## config.mk

```make
export PLATFORM = sky130hd
export DESIGN_NAME = updown_mod_counter
export DESIGN_NICKNAME = d
export VERILOG_FILES = /design/src/rtl/updown_mod_counter.sv
export SDC_FILE = /design/constraint.sdc
export NUM_CORES = 1
export LEC_CHECK = 0
export ABC_AREA = 1
export BUFFER_PORTS_ARGS = -buffer_cell sky130_fd_sc_hd__buf_2
export CAP_MARGIN = 0
export CORE_AREA = 3 3 49 51
export DETAILED_ROUTE_END_ITERATION = 6
export DIE_AREA = 0 0 52 54
export PLACE_DENSITY_LB_ADDON = 0.15
export RECOVER_POWER = 50
export SLEW_MARGIN = 10
export SYNTH_ARGS = -nofsm -noshare
export SYNTH_HDL_FRONTEND = slang
export SYNTH_SLANG_ARGS = --single-unit
```

## constraint.sdc

```tcl
create_clock -name clk -period 1.25 [get_ports clk]
set_input_delay 0.3125 -clock clk [delete_from_list [all_inputs] [get_ports clk]]
set_output_delay 0.3125 -clock clk [all_outputs]
set_load 0.01 [all_outputs]
```

## src/rtl/updown_mod_counter.sv

```systemverilog
// -----------------------------------------------------------------------------
// updown_mod_counter
//
// Parametrised up/down modulo counter with synchronous load, a clock-enable
// prescaler and terminal-count / wrap flags. Used as a timebase or event
// counter in lab datapaths. Single clock domain, no handshake.
//
// Parameters
//   WIDTH      count/data width in bits (>= 2)
//   MAX_COUNT  highest count value; modulus is MAX_COUNT+1 (1 .. 2**WIDTH-1)
//   PRESCALE   enabled clocks per count step (>= 1; 1 steps on every clock)
//
// Ports
//   clk     in   1      rising-edge clock
//   reset   in   1      asynchronous, active-low reset
//   enable  in   1      count enable; advances prescaler/count when high
//   load    in   1      synchronous load strobe (beats enable)
//   up_dn   in   1      direction: 1 = up, 0 = down (sampled on step ticks)
//   data    in   WIDTH  load value, clamped to MAX_COUNT
//   count   out  WIDTH  current count (registered)
//   tc      out  1      terminal count, combinational decode of count/up_dn
//   wrap    out  1      registered one-clock pulse on a boundary step
//
// Configuration macro
//   CNT_SATURATE_EN  when defined, a boundary step holds the count at
//                    MAX_COUNT (up) or 0 (down) instead of wrapping; wrap
//                    still pulses for every blocked step tick. Undefined
//                    (default) gives modulo wrap-around.
// -----------------------------------------------------------------------------
module updown_mod_counter #(
  parameter int unsigned WIDTH     = 8,
  parameter int unsigned MAX_COUNT = (2 ** WIDTH) - 1,
  parameter int unsigned PRESCALE  = 1
) (
  input  logic             clk,
  input  logic             reset,
  input  logic             enable,
  input  logic             load,
  input  logic             up_dn,
  input  logic [WIDTH-1:0] data,
  output logic [WIDTH-1:0] count,
  output logic             tc,
  output logic             wrap
);

  // Prescaler needs at least one bit even when PRESCALE == 1 (it then stays 0).
  localparam int unsigned    PreW    = (PRESCALE > 1) ? $clog2(PRESCALE) : 1;
  localparam logic [WIDTH-1:0] MaxVal  = WIDTH'(MAX_COUNT);
  localparam logic [PreW-1:0]  PreLast = PreW'(PRESCALE - 1);
  localparam logic [PreW-1:0]  PreOne  = PreW'(1);
  localparam logic [WIDTH-1:0] CntOne  = WIDTH'(1);

  logic [WIDTH-1:0] count_q, count_d;
  logic [PreW-1:0]  presc_q, presc_d;
  logic             wrap_q, wrap_d;

  logic at_max;
  logic at_zero;
  logic step;

  assign at_max  = (count_q == MaxVal);
  assign at_zero = (count_q == '0);

  // A step tick is the last enabled clock of a prescaler period.
  assign step = enable & (presc_q == PreLast);

  // Next-state: load > enable > hold. wrap defaults low so it is a single-clock
  // pulse on every clock that is not a boundary step.
  always_comb begin
    count_d = count_q;
    presc_d = presc_q;
    wrap_d  = 1'b0;

    if (load) begin
      presc_d = '0;
      count_d = (data > MaxVal) ? MaxVal : data;
    end else if (enable) begin
      if (step) begin
        presc_d = '0;
        if (up_dn) begin
          if (at_max) begin
            wrap_d = 1'b1;
`ifdef CNT_SATURATE_EN
            count_d = MaxVal;
`else
            count_d = '0;
`endif
          end else begin
            count_d = count_q + CntOne;
          end
        end else begin
          if (at_zero) begin
            wrap_d = 1'b1;
`ifdef CNT_SATURATE_EN
            count_d = '0;
`else
            count_d = MaxVal;
`endif
          end else begin
            count_d = count_q - CntOne;
          end
        end
      end else begin
        presc_d = presc_q + PreOne;
      end
    end
    // enable low: prescaler phase and count are frozen.
  end

  always_ff @(posedge clk or negedge reset) begin
    if (!reset) begin
      count_q <= '0;
      presc_q <= '0;
      wrap_q  <= 1'b0;
    end else begin
      count_q <= count_d;
      presc_q <= presc_d;
      wrap_q  <= wrap_d;
    end
  end

  assign count = count_q;
  assign wrap  = wrap_q;
  // Terminal count follows up_dn in the same cycle, not only on step ticks.
  assign tc    = up_dn ? at_max : at_zero;

endmodule
```

### Word level (Yosys, flattened, before mapping)

Index checks and enable logic that the tools add are counted.

| word-level totals | value |
|---|---|
| bits in registers | 10 |
| input bits | 13 |
| output and inout port bits | 10 |
| logic and storage cells | 31 |

| operators by class | value |
|---|---|
| add/subtract/negate cells | 3 |
| $lt $le $gt $ge | 1 |
| equal/unequal tests | 1 |
| muxes and demuxes | 17 |
| bitwise operators | 2 |
| reductions and logical operators | 4 |

Operators by type and width:

| kind | count |
|---|---|
| $mux 8 | 7 |
| $mux 1 | 10 |
| $add 8x1->8 const B | 1 |
| $eq 8x8->1 const B | 1 |
| $gt 8x8->1 const B | 1 |
| $logic_not 8->1 | 1 |
| $sub 8x1->8 const B | 1 |
| $reduce_bool 2->1 | 2 |
| $reduce_and 2->1 | 1 |
| $add 1x1->1 const B | 1 |
| $and 1x1->1 | 1 |
| $not 1->1 | 1 |

### Logic depth before layout (Yosys ltp)

| logic depth | value |
|---|---|
| word-level depth | 6 |
| depth in mapped cells | 10 |

### Least setup slack after synthesis

Ideal clock, no wire load.

| path | value |
|---|---|
| path type | reg-to-reg |
| start | register count_q[0] (netlist: count[0]) |
| end | register count_q[4] (netlist: count[4]) |
| library setup time | 0.120 ns |
| arrival time | 1.290 ns |
| slack | -0.160 ns |
| cell stages (with the launch flop) | 9 |
| buffers on the path | 0 |
| period minus slack after synthesis | 1.410 ns |
| path through | dfrtp_1 -> inv_1 -> ha_1 -> nand2_2 -> nor2_4 -> a21oi_4 -> nand2_1 -> o21ai_1 -> nand2_1 |

| on the way | value |
|---|---|
| cells in the longest elaborated chain, start to end | 6 |
| elaborated cells between the ends (all ways) | 10 |
| those cells by class | add/sub (2); eq/ne (1); mux (6); reduce/logical (1) |

Ends and longest elaborated chain:

| what | line | RTL |
|---|---|---|
| from (decl) | 53 | `logic [WIDTH-1:0] count_q, count_d;` |
| from (signal assigned) | 116 | `count_q <= count_d;` |
| $sub 8x1->8 (tied with other cells) | 100 | `count_d = count_q - CntOne;` |
| $mux 8 (on tied branches) | 92, 81 |  |
| $mux 8 * | 80 | `if (up_dn) begin` |
| $mux 8 * | 78 | `if (step) begin` |
| $mux 8 * | 77 | `end else if (enable) begin` |
| $mux 8 * | 74 | `if (load) begin` |

Every way passes the cells marked *; elsewhere a longest branch is shown, timed or not. The select of a mux whose other input is x is not followed.
A chain may end at the register's enable or synchronous reset.

### Worst setup path after layout

| path | value |
|---|---|
| start | register count_q[0] (netlist: count[0]) |
| end | output tc |

| on the way | value |
|---|---|
| cells in the longest elaborated chain, start to end | 2 |
| elaborated cells between the ends (all ways) | 3 |
| those cells by class | eq/ne (1); mux (1); reduce/logical (1) |

Ends and longest elaborated chain:

| what | line | RTL |
|---|---|---|
| $eq 8x8->1 or $logic_not 8->1 (tied branches) | 61, 62 |  |
| $mux 1 * | 125 | `assign tc = up_dn ? at_max : at_zero;` |
| to (decl) | 42 | `output logic tc,` |

Every way passes the cells marked *; elsewhere a longest branch is shown, timed or not.

==> out/qor.csv <==
metric,value,unit
tightest_slew,0.596,ns
die-area,0.00281,mm^2
synth-main-ff-cell,dfrtp_1,
ant_nets,0,
max_slew_margin,0.603,
required,0.94,ns
core,0.00198,mm^2
synth.largest_area_cell,dfrtp_1,
final_area,0.00164,mm^2
setup_viol,15,
fmax,0.575,GHz
synth.area.top_cells,"dfrtp_1 27%, nand2_1 16%, nand3_1 8.5%, nor2_1 6.4%, inv_1 4.8%",
finalHoldViolCount,0,
ff_latch_area,259,um^2
yosysUniqueCellTypes,22,
rows,16,
synth-seq-cells,10,
io_pins,23,
synth-edff-count,0,
fin_skew,0.00640,ns
endpoint_kind,output pin,
drive_gt1_frac,0.555,
cp_slowest_cell,dfrtp_2,
place_area,0.00129,mm^2
dpl.cell_count,219,
synthArstFlopShare,1.00,
final_cell_count_no_fill,238,
totalWireLength,3470,um
cp_slowest_stage_delay,0.43,ns
hold_class,in2reg,
cts.reportedPaths.clkPinSlew,0.08,ns
ys_seq_area_frac,0.266,
grtUsageTotal,0.254,
area_growth,74.2,%
ir_drop,0.000905,V
critPathArrivalTime,1.43,ns
syn-mean-instance-area,6.45,um^2
wire_per_inst,14.6,um
first_global_vias,1171,
place_ws,-0.172,ns
hpwlAfterDp,2210,um
place_congestion,0.968,
die_y,54,um
cts_sinks,10,
first_iter_violations,40,
maxCapViolCount,0,
status,finished with violations,
crit_chain,ha_1 -> inv_1 -> nor2_2 -> nand3_2 -> nand2_2 -> buf_6,
synthCells,146,
worst_setup_path_start_kind,flip-flop,
start_util,0.475,
antenna_found_initial,0,
fin_util,0.828,
cts_root_buf,clkbuf_4,
worstSkewPairLatency,0.28,ns
r2r_slack,-0.29,ns
yosysMostFrequentCell,nand2_1,
synth_common_cells,"41 x nand2_1, 16 x nand3_1, 16 x nor2_1",
nNetsFinal,228,
first_pass_iters,4,
rsz0062_at_grt,yes,
grt_max_degree,12,
grt_pass1_wl,5160,um
period_needed,1.74,ns
pwr_density_cell,1070,mW/mm^2
htreeDepth,1,
multiInputGateArea,698,um^2
vias_per_cell,5.10,
fp.dieW,52,um
cellLeakagePower,0.823,nW
drc,0,
synth.net_count,162,
path_class,reg2out,
diodes,0,
min_period_over_period,1.39,
syn_area,942,um^2
violations,negative setup slack,
slew_violations,0,
clockBufferDepth,2,
fin_ws,-0.490,ns
portBuffers,22,
yosysWarningCount,0,
crit_fanout,4,
cts_tree,done,
cts_made_buffers,3,
netlist.area_leader.share,0.266,
vias,1213,
n_fill_cell,114,
grt.overflow.total,0,
==> layer usage <==
layer,up-vias,part of all wire,track usage
met1,564,0.40,0.296
met2,46,0.53,0.464
met3,6,0.056,0.0360
li1,597,-,-
met4,0,0.010,0.105
met5,-,0,0
==> per-stage QoR <==
step / TNS, ns / total power (W) / hold slack, ns
finish: -2.80 / 0.00176 / 0.201
global route: -3.97 / 0.00187 / 0.202
detailed placement: -0.698 / 0.00109 / 0.203
global placement: -0.584 / 0.00108 / 0.196
CTS: -2.05 / 0.00157 / 0.199
floorplan: -0.229 / 0.000786 / 0.0169
==> critical path, delay by kind of cell, from the launching register on <==
family	cells	cell delay, ns
adder cells (fa/ha/maj)	1	0.18
buffers and inverters	2	0.17
AND/OR/NAND/NOR	3	0.36
flip-flops	1	0.43
==> area by class of cell <==
cell class	count	share of cell area
Clock buffer	4	0.0221
Sequential cell	10	0.158
Tap cell	27	0.0206
Timing Repair Buffer	65	0.325
Multi-Input combinational cell	114	0.425
Inverter	18	0.0488
==> power breakdown <==
group          internal (W)  switching (W)  leakage (nW)
combinational      0.000515       0.000496         0.687
clock              0.000177       0.000140        0.0210
sequential         0.000369      0.0000632         0.115
total               0.00106       0.000700         0.823
==> registers in the layout, indices dropped and copies added, names as in the netlist <==
signal	cells
presc_q	1
count	8
wrap	1
==> layout by cell type, fill, tap and decap left out, types with 2 or more instances in the layout <==
cell      instances
ha_4              2
nand2_2           6
inv_4             5
nor2_4            5
nand2_1          38
o21ai_2           3
clkbuf_4          3
nor2_1           13
nand2_4           2
inv_2             6
o211ai_1          3
inv_1             7
buf_6            22
o21ai_1           7
nor2_2            5
dfrtp_2           7
xor2_1            2
buf_2            14
nand3_1          13
nand3_2           5
dfrtp_1           3
a21oi_1           2
buf_4            27
==> path summary, 6_finish.rpt <==
kind / from / end / depth (start not counted)
setup / recovery: count[0]$_DFFE_PN0P_ / tc / 6
hold / removal: enable / presc_q$_DFFE_PN0P_ / 2
setup reg to reg: count[0]$_DFFE_PN0P_ / count[2]$_DFFE_PN0P_ / 11
hold reg to reg: presc_q$_DFFE_PN0P_ / presc_q$_DFFE_PN0P_ / 2
max in group asynchronous: reset / count[3]$_DFFE_PN0P_ / 2
min in group asynchronous: reset / count[7]$_DFFE_PN0P_ / 2
==> logic make-up after synthesis <==
group	synth area share
simple gates	0.444
buf+inv	0.112
compound gates	0.121
flops	0.266
fa+ha+maj	0.0398
xor+xnor	0.0186
==> timing repair <==
item | in CTS | in global routing
gates resized for setup | 26 | 36
pin swaps | 8 | 19
hold buffers | 1 | 0
setup buffers | 10 | 10
hold endpoints to repair | 10 | 0
setup endpoints to repair | 15 | 16
(Power assumes the default switching activity.)
